===== config.mk =====
export PLATFORM = sky130hd
export DESIGN_NAME = vec_mul_seq_ctrl
export DESIGN_NICKNAME = d
export VERILOG_FILES = /design/src/rtl/vec_mul_seq_ctrl.sv
export SDC_FILE = /design/constraint.sdc
export NUM_CORES = 1
export LEC_CHECK = 0
export ABC_CLOCK_PERIOD_IN_PS = 1950
export BUFFER_PORTS_ARGS = -buffer_cell sky130_fd_sc_hd__buf_4
export CORE_MARGIN = 3
export CORE_UTILIZATION = 46
export CTS_BUF_LIST = sky130_fd_sc_hd__clkbuf_4 sky130_fd_sc_hd__clkbuf_8
export DETAILED_ROUTE_END_ITERATION = 16
export PLACE_DENSITY = 0.66
export SLEW_MARGIN = 40
export SYNTH_ARGS = -nofsm -noshare
export SYNTH_HDL_FRONTEND = slang
export SYNTH_SLANG_ARGS = --single-unit

===== constraint.sdc =====
create_clock -name clk -period 1.95 [get_ports clk]
set_clock_uncertainty 0.1 [all_clocks]
set_input_delay 0.195 -clock clk [delete_from_list [all_inputs] [get_ports clk]]
set_output_delay 0.195 -clock clk [all_outputs]
set_load 0.03 [all_outputs]

===== src/rtl/vec_mul_seq_ctrl.sv =====
`timescale 1ns/1ps
// -----------------------------------------------------------------------------
// vec_mul_seq_ctrl
//
// Sequencer for the 1x64 vector-multiply datapath
// (Unified Buffer -> Weight FIFO -> vec_mul_1x64 -> SRAM_Results).
//
// A run is requested with start while IDLE. The controller then:
//   1. pops one weight set from the Weight FIFO (waiting while it is empty),
//   2. pulses weight_reload so the array latches the new weights,
//   3. issues num_vec consecutive UB read addresses starting at base_addr,
//   4. times the matching SRAM_Results writes through a PIPE_LATENCY-deep
//      valid delay line,
//   5. pulses end_ in the cycle after the final result write.
//
// Every output is a flop. Output registers are loaded from the next-state
// decode, so each output is aligned with the state it belongs to.
//
// Optional feature (macro CTRL_CYCLE_COUNT_EN):
//   adds output cycle_count, which reads 1 in the first busy cycle and
//   counts every busy cycle after that, saturating at 2^CNT_BW-1 and holding
//   its final value in IDLE until the next accepted start.
//
// Ports
//   clk               in   1            rising-edge clock
//   rstn              in   1            asynchronous active-low reset
//   start             in   1            run request, sampled in IDLE only
//   base_addr         in   ADDRESSSIZE  first UB address (captured on start)
//   num_vec           in   ADDRESSSIZE  vector count (captured on start)
//   fifo_empty        in   1            Weight FIFO empty flag
//   fifo_read_enable  out  1            one-cycle Weight FIFO pop
//   weight_reload     out  1            one-cycle weight latch strobe
//   ub_address        out  ADDRESSSIZE  UB read address
//   ub_addr_valid     out  1            ub_address carries a live vector
//   res_write_enable  out  1            SRAM_Results write strobe
//   res_address       out  ADDRESSSIZE  SRAM_Results write address
//   busy              out  1            high in every state except IDLE
//   end_              out  1            one-cycle completion pulse
//   cycle_count       out  CNT_BW       busy-cycle counter (optional)
// -----------------------------------------------------------------------------
module vec_mul_seq_ctrl #(
    parameter int ADDRESSSIZE  = 10,
    parameter int PIPE_LATENCY = 9
`ifdef CTRL_CYCLE_COUNT_EN
    ,
    parameter int CNT_BW       = 16
`endif
) (
    input  logic                   clk,
    input  logic                   rstn,
    input  logic                   start,
    input  logic [ADDRESSSIZE-1:0] base_addr,
    input  logic [ADDRESSSIZE-1:0] num_vec,
    input  logic                   fifo_empty,
    output logic                   fifo_read_enable,
    output logic                   weight_reload,
    output logic [ADDRESSSIZE-1:0] ub_address,
    output logic                   ub_addr_valid,
    output logic                   res_write_enable,
    output logic [ADDRESSSIZE-1:0] res_address,
    output logic                   busy,
    output logic                   end_
`ifdef CTRL_CYCLE_COUNT_EN
    ,
    output logic [CNT_BW-1:0]      cycle_count
`endif
);

    typedef enum logic [2:0] {
        S_IDLE,
        S_WLOAD,
        S_WRELOAD,
        S_STREAM,
        S_DRAIN,
        S_DONE
    } state_t;

    state_t                  r_state;
    state_t                  w_next;
    logic                    w_accept;

    logic [ADDRESSSIZE-1:0]  r_base;
    logic [ADDRESSSIZE-1:0]  r_num;
    // Number of UB addresses already issued in the current run.
    logic [ADDRESSSIZE-1:0]  r_idx;

    logic                    r_fifo_re;
    logic                    r_reload;
    logic [ADDRESSSIZE-1:0]  r_ub_addr;
    logic                    r_ub_valid;
    logic [PIPE_LATENCY-1:0] r_line;
    logic [PIPE_LATENCY-1:0] w_line_next;
    logic                    w_pending;
    logic [ADDRESSSIZE-1:0]  r_res_addr;
    logic                    r_busy;
    logic                    r_end;

    // Delay line content after the coming edge. Bit 0 is fed by the current
    // ub_addr_valid; the top bit falls out as res_write_enable.
    assign w_line_next = (r_line << 1) | PIPE_LATENCY'(r_ub_valid);
    // DRAIN may finish once nothing is left in flight after this edge, which
    // makes the DONE cycle the one right after the final write.
    assign w_pending   = |w_line_next;

    // ------------------------------------------------------------------------
    // State register
    // ------------------------------------------------------------------------
    // NOTE: sequential state uses non-blocking assignments so every flop
    // samples pre-edge values regardless of statement order.
    always_ff @(posedge clk or negedge rstn) begin
        if (!rstn) begin
            r_state <= S_IDLE;
        end else begin
            r_state <= w_next;
        end
    end

    // ------------------------------------------------------------------------
    // Next-state decode
    // ------------------------------------------------------------------------
    // NOTE: defaults are assigned first so no path leaves a signal unassigned,
    // which would otherwise infer a latch.
    always_comb begin
        w_next   = r_state;
        w_accept = 1'b0;
        unique case (r_state)
            S_IDLE: begin
                if (start) begin
                    w_next   = S_WLOAD;
                    w_accept = 1'b1;
                end
            end
            S_WLOAD: begin
                // The pop is decided on the edge that first sees the FIFO
                // non-empty; the pop cycle itself is the last WLOAD cycle.
                if (r_fifo_re) begin
                    w_next = S_WRELOAD;
                end
            end
            S_WRELOAD: begin
                w_next = (r_num == '0) ? S_DONE : S_STREAM;
            end
            S_STREAM: begin
                if (r_idx == r_num) begin
                    w_next = S_DRAIN;
                end
            end
            S_DRAIN: begin
                if (!w_pending) begin
                    w_next = S_DONE;
                end
            end
            S_DONE: begin
                // start is deliberately not looked at here.
                w_next = S_IDLE;
            end
            default: begin
                w_next = S_IDLE;
            end
        endcase
    end

    // ------------------------------------------------------------------------
    // Registered outputs and run datapath
    // ------------------------------------------------------------------------
    // NOTE: the valid delay line is reset together with the control flops so
    // a run abandoned by reset cannot emit stray result writes afterwards.
    always_ff @(posedge clk or negedge rstn) begin
        if (!rstn) begin
            r_base     <= '0;
            r_num      <= '0;
            r_idx      <= '0;
            r_fifo_re  <= 1'b0;
            r_reload   <= 1'b0;
            r_ub_addr  <= '0;
            r_ub_valid <= 1'b0;
            r_line     <= '0;
            r_res_addr <= '0;
            r_busy     <= 1'b0;
            r_end      <= 1'b0;
        end else begin
            if (w_accept) begin
                r_base <= base_addr;
                r_num  <= num_vec;
            end

            // fifo_empty is ignored outside WLOAD.
            r_fifo_re  <= (w_next == S_WLOAD) && !fifo_empty;
            r_reload   <= (w_next == S_WRELOAD);
            r_ub_valid <= (w_next == S_STREAM);
            r_busy     <= (w_next != S_IDLE);
            r_end      <= (w_next == S_DONE);

            if (w_next == S_STREAM) begin
                if (r_state == S_STREAM) begin
                    // Address arithmetic wraps modulo 2^ADDRESSSIZE.
                    r_ub_addr <= r_base + r_idx;
                    r_idx     <= r_idx + 1'b1;
                end else begin
                    r_ub_addr <= r_base;
                    r_idx     <= ADDRESSSIZE'(1);
                end
            end

            r_line <= w_line_next;

            // res_address shows the target of the current write and advances
            // after it, so write k of a run lands at address k.
            if (w_accept) begin
                r_res_addr <= '0;
            end else if (r_line[PIPE_LATENCY-1]) begin
                r_res_addr <= r_res_addr + 1'b1;
            end
        end
    end

    assign fifo_read_enable = r_fifo_re;
    assign weight_reload    = r_reload;
    assign ub_address       = r_ub_addr;
    assign ub_addr_valid    = r_ub_valid;
    assign res_write_enable = r_line[PIPE_LATENCY-1];
    assign res_address      = r_res_addr;
    assign busy             = r_busy;
    assign end_             = r_end;

`ifdef CTRL_CYCLE_COUNT_EN
    // ------------------------------------------------------------------------
    // Busy-cycle counter
    // ------------------------------------------------------------------------
    logic [CNT_BW-1:0] r_cycle_count;

    always_ff @(posedge clk or negedge rstn) begin
        if (!rstn) begin
            r_cycle_count <= '0;
        end else if (w_accept) begin
            // Cleared on acceptance and counting the first busy cycle at once.
            r_cycle_count <= CNT_BW'(1);
        end else if ((w_next != S_IDLE) && (r_cycle_count != '1)) begin
            r_cycle_count <= r_cycle_count + 1'b1;
        end
    end

    assign cycle_count = r_cycle_count;
`endif

endmodule


==> reports/summary.txt <==
Status: complete, but fails checks
Violated checks: setup timing
Root Buffer: clkbuf_8
Area share of fa/ha/maj cells after synthesis: 4.84%
Std-Cell Rows: 30
Vias in the first global route: 2725
Setup slack at placement: -0.204 ns
Final Util: 69.3%
Post-synthesis sequential area ratio: 51.5%
Post-Synthesis Cells: 287
Power Density: 1640 nW/um^2
Slew headroom: 66.0%
RSZ-0062 raised after global routing: true
Gp weighted congestion: 0.877
Xor-xnor portion of the synthesized cell area: 8.34%
Compound-Gate Fraction of Synth Area: 10.0%
Synth Area per Inst: 11.3 um^2
Post-synth EDFFs: 0
Synth Register Bits: 67
Initial antenna violation count: 0
Slew @ Worst Pin: 0.498 ns
Post-layout min period: 2.12 ns
Dominant synthesized flop cell: dfrtp_1
Comb power frac: 53.3%
Flop-to-flop setup slack: -0.17 ns
Drt via density: 5.20
HPWL after detailed placement: 5400 um
# port buffers: 49
Unique cell type count in the Yosys netlist: 51
Clk pin slew, worst setup/hold paths: 0.07 ns
Reg-to-reg endpoint: busy
Gr usage total: 20.8%
R2R Path Start: r_num[4]
Post-route DRC: 0
Post-Syn Area: 3260 um^2
Area after DPL: 4100 um^2
Number of diodes: 0
Drt total wl: 8080 um
Routed wire per std cell: 15.6 um
Crit share post-route: 109%
TritonCTS Sinks: 67
H-Tree Level Count: 3
Hold slack: 0.199 ns
Via Count: 2692
Die width: 90.1 um
Setup CP Type: flop to flop
CTS Buffer Depth: 2
Seq pwr share: 32.2%
Cts bufs inserted: 9
Grt ovf: 0
Die area: 8130 um^2
CTS tree: yes
Final worst slack: -0.173 ns
Net Sw Frac: 40.3%
Worst hold-check path type: input port to async pin
Delay-heaviest family, CP: simple AND/OR/NAND/NOR gates
VDD IR-drop max: 0.953 mV
CP peak stage delay: 0.42 ns
Drt pass-1 iters: 4
Slowest-stage cell, CP: dfrtp_1
Synth async-reset ratio: 100%
Post-Synth Simple-Gate Area: 16.7%
Clk network pwr share: 14.5%
Synth warnings: 0
Initial Util: 47.7%
Worst R2R Path Depth: 6
Mapped Nets: 323
Critical Path AT: 2.25 ns
# IOs: 50
Antenna Nets Post-Route: 0
Cells along the critical path: xor2_2, nor4_4, buf_4, a31oi_4, a311o_1, or3_1
Core ar.: 6830 um^2
Clk Latency, worst-skew pair: 0.35 ns
Layout area overhead: 45.4%
WP buf/inv: 1
Finish-stage setup viols: 15
First-pass GRT wire length: 13400 um
Final hold vios: 0
Worst Path Max Fanout: 2
P_int: 4650 uW
Crit. End Element: flop
Die Height: 90.1 um
DR iter-0 viols: 75
Largest net degree at the start of global routing: 45
Design Area, Final: 4740 um^2
Max Slew Vio Count: 0
Sw power: 3140 uW
Pwr Total: 7790 uW
Data required, critical path: 2.07 ns
Nets: 454
Largest family of logic cells by synthesized area: simple AND/OR/NAND/NOR gates
Mux cell area share after synthesis: 6.88%
Fmax: 471 MHz
P_leak: 0.00216 uW
Worst setup SP type: flop
Max-cap viol count: 0
Share of layout cells above drive strength 1: 41.5%
## sequential cells by signal, summed over array words and instances, names as in the netlist, 3 cells and up
| signal | count |
|---|---|
| r_base | 10 |
| ub_address | 10 |
| r_idx | 10 |
| res_address | 10 |
| r_state | 3 |
| r_num | 10 |
| r_line | 9 |
## cells by family (layout without fill, tap and decap cells)
logic type | after synthesis | count (layout)
and+or+nand+nor | 100 | 100
DFF | 67 | 67
AOI/OAI and AO/OA | 44 | 44
xor gates and xnor gates | 31 | 31
muxes | 20 | 20
buffers and inverters | 13 | 148
adders and majority gates | 12 | 12
## how the worst max path moves through the flow
stage,start,endpoint,slack [ns],cells after the start
2_1_floorplan,r_idx[0],ub_address[8],-0.1,8
3_3_place_gp,r_idx[2],ub_address[9],-0.14,7
3_5_place_dp,r_idx[1],ub_address[0],-0.20,7
4_1_cts,r_num[4],busy,-0.14,6
5_1_grt,r_base[1],ub_address[9],-0.29,7
6_report,r_num[4],busy,-0.17,6
## placed cells by master (no fill, tap or decap), types with 5 or more instances in the layout
cell | synthesis | routed
mux2_2 | 19 | 19
clkbuf_8 | 0 | 9
ha_1 | 11 | 10
buf_4 | 1 | 99
nand4_1 | 10 | 10
o21ai_0 | 10 | 7
a21oi_1 | 8 | 7
xor2_1 | 27 | 25
nor2_1 | 29 | 26
buf_6 | 0 | 5
nand2_1 | 18 | 17
dfrtp_1 | 67 | 65
dlygate4sd3_1 | 0 | 22
## what timing repair did
action                                  4_1_cts  5_1_grt
buffers inserted                              9        2
gates cloned                                  1        0
resized for setup                            20       16
hold buffers                                 22        0
pin swaps                                    10       14
hold endpoints to repair                     88        0
endpoints found under the setup margin       22       24
## cells in the mapped netlist, types with 5 or more instances
| library cell | n | share of area (%) |
|---|---|---|
| dfrtp_1 | 67 | 51 |
| nor2_1 | 29 | 3.3 |
| xor2_1 | 27 | 7.3 |
| mux2_2 | 19 | 6.6 |
| nand2_1 | 18 | 2.1 |
| ha_1 | 11 | 4.2 |
| nand4_1 | 10 | 1.9 |
| o21ai_0 | 10 | 1.5 |
| a21oi_1 | 8 | 1.2 |
| nor2b_1 | 6 | 1.2 |
| inv_1 | 5 | 0.58 |
| nand3_1 | 5 | 0.77 |
## layout make-up
class / instances / area [um^2]
repair inverters: 1 / 7.51
well taps: 96 / 120
inverters: 5 / 22.5
fillers: 532 / 2090
flip-flops and latches: 67 / 1680
clock buffers: 12 / 146
repair buffers: 127 / 1040
clock inverters: 3 / 40.0
multi-input cells: 207 / 1680
## routing by layer
layer	vias up	GRT usage (%)	wire length (um)
li1	1294	-	-
met1	1336	26.3	3410
met2	54	34.4	4250
met4	0	5.48	98
met5	-	0	0
met3	8	6.95	311
## power by group through the flow
stage	clock network, uW	logic, uW	registers [uW]
after floorplan	0	1750	2870
after global placement	0	3500	2500
after detailed placement	0	3600	2510
after CTS	1160	4020	2500
after global routing	1230	4470	2590
final	1130	4150	2510
## metrics by stage
stage          std cells  TNS (ns)
2_1_floorplan        287    -0.181
3_3_place_gp         472     -1.07
4_1_cts              518     -1.27
3_5_place_dp         472     -2.26
6_report             518     -1.75
5_1_grt              518     -3.42
No activity file was read; power rests on OpenSTA's default activity.
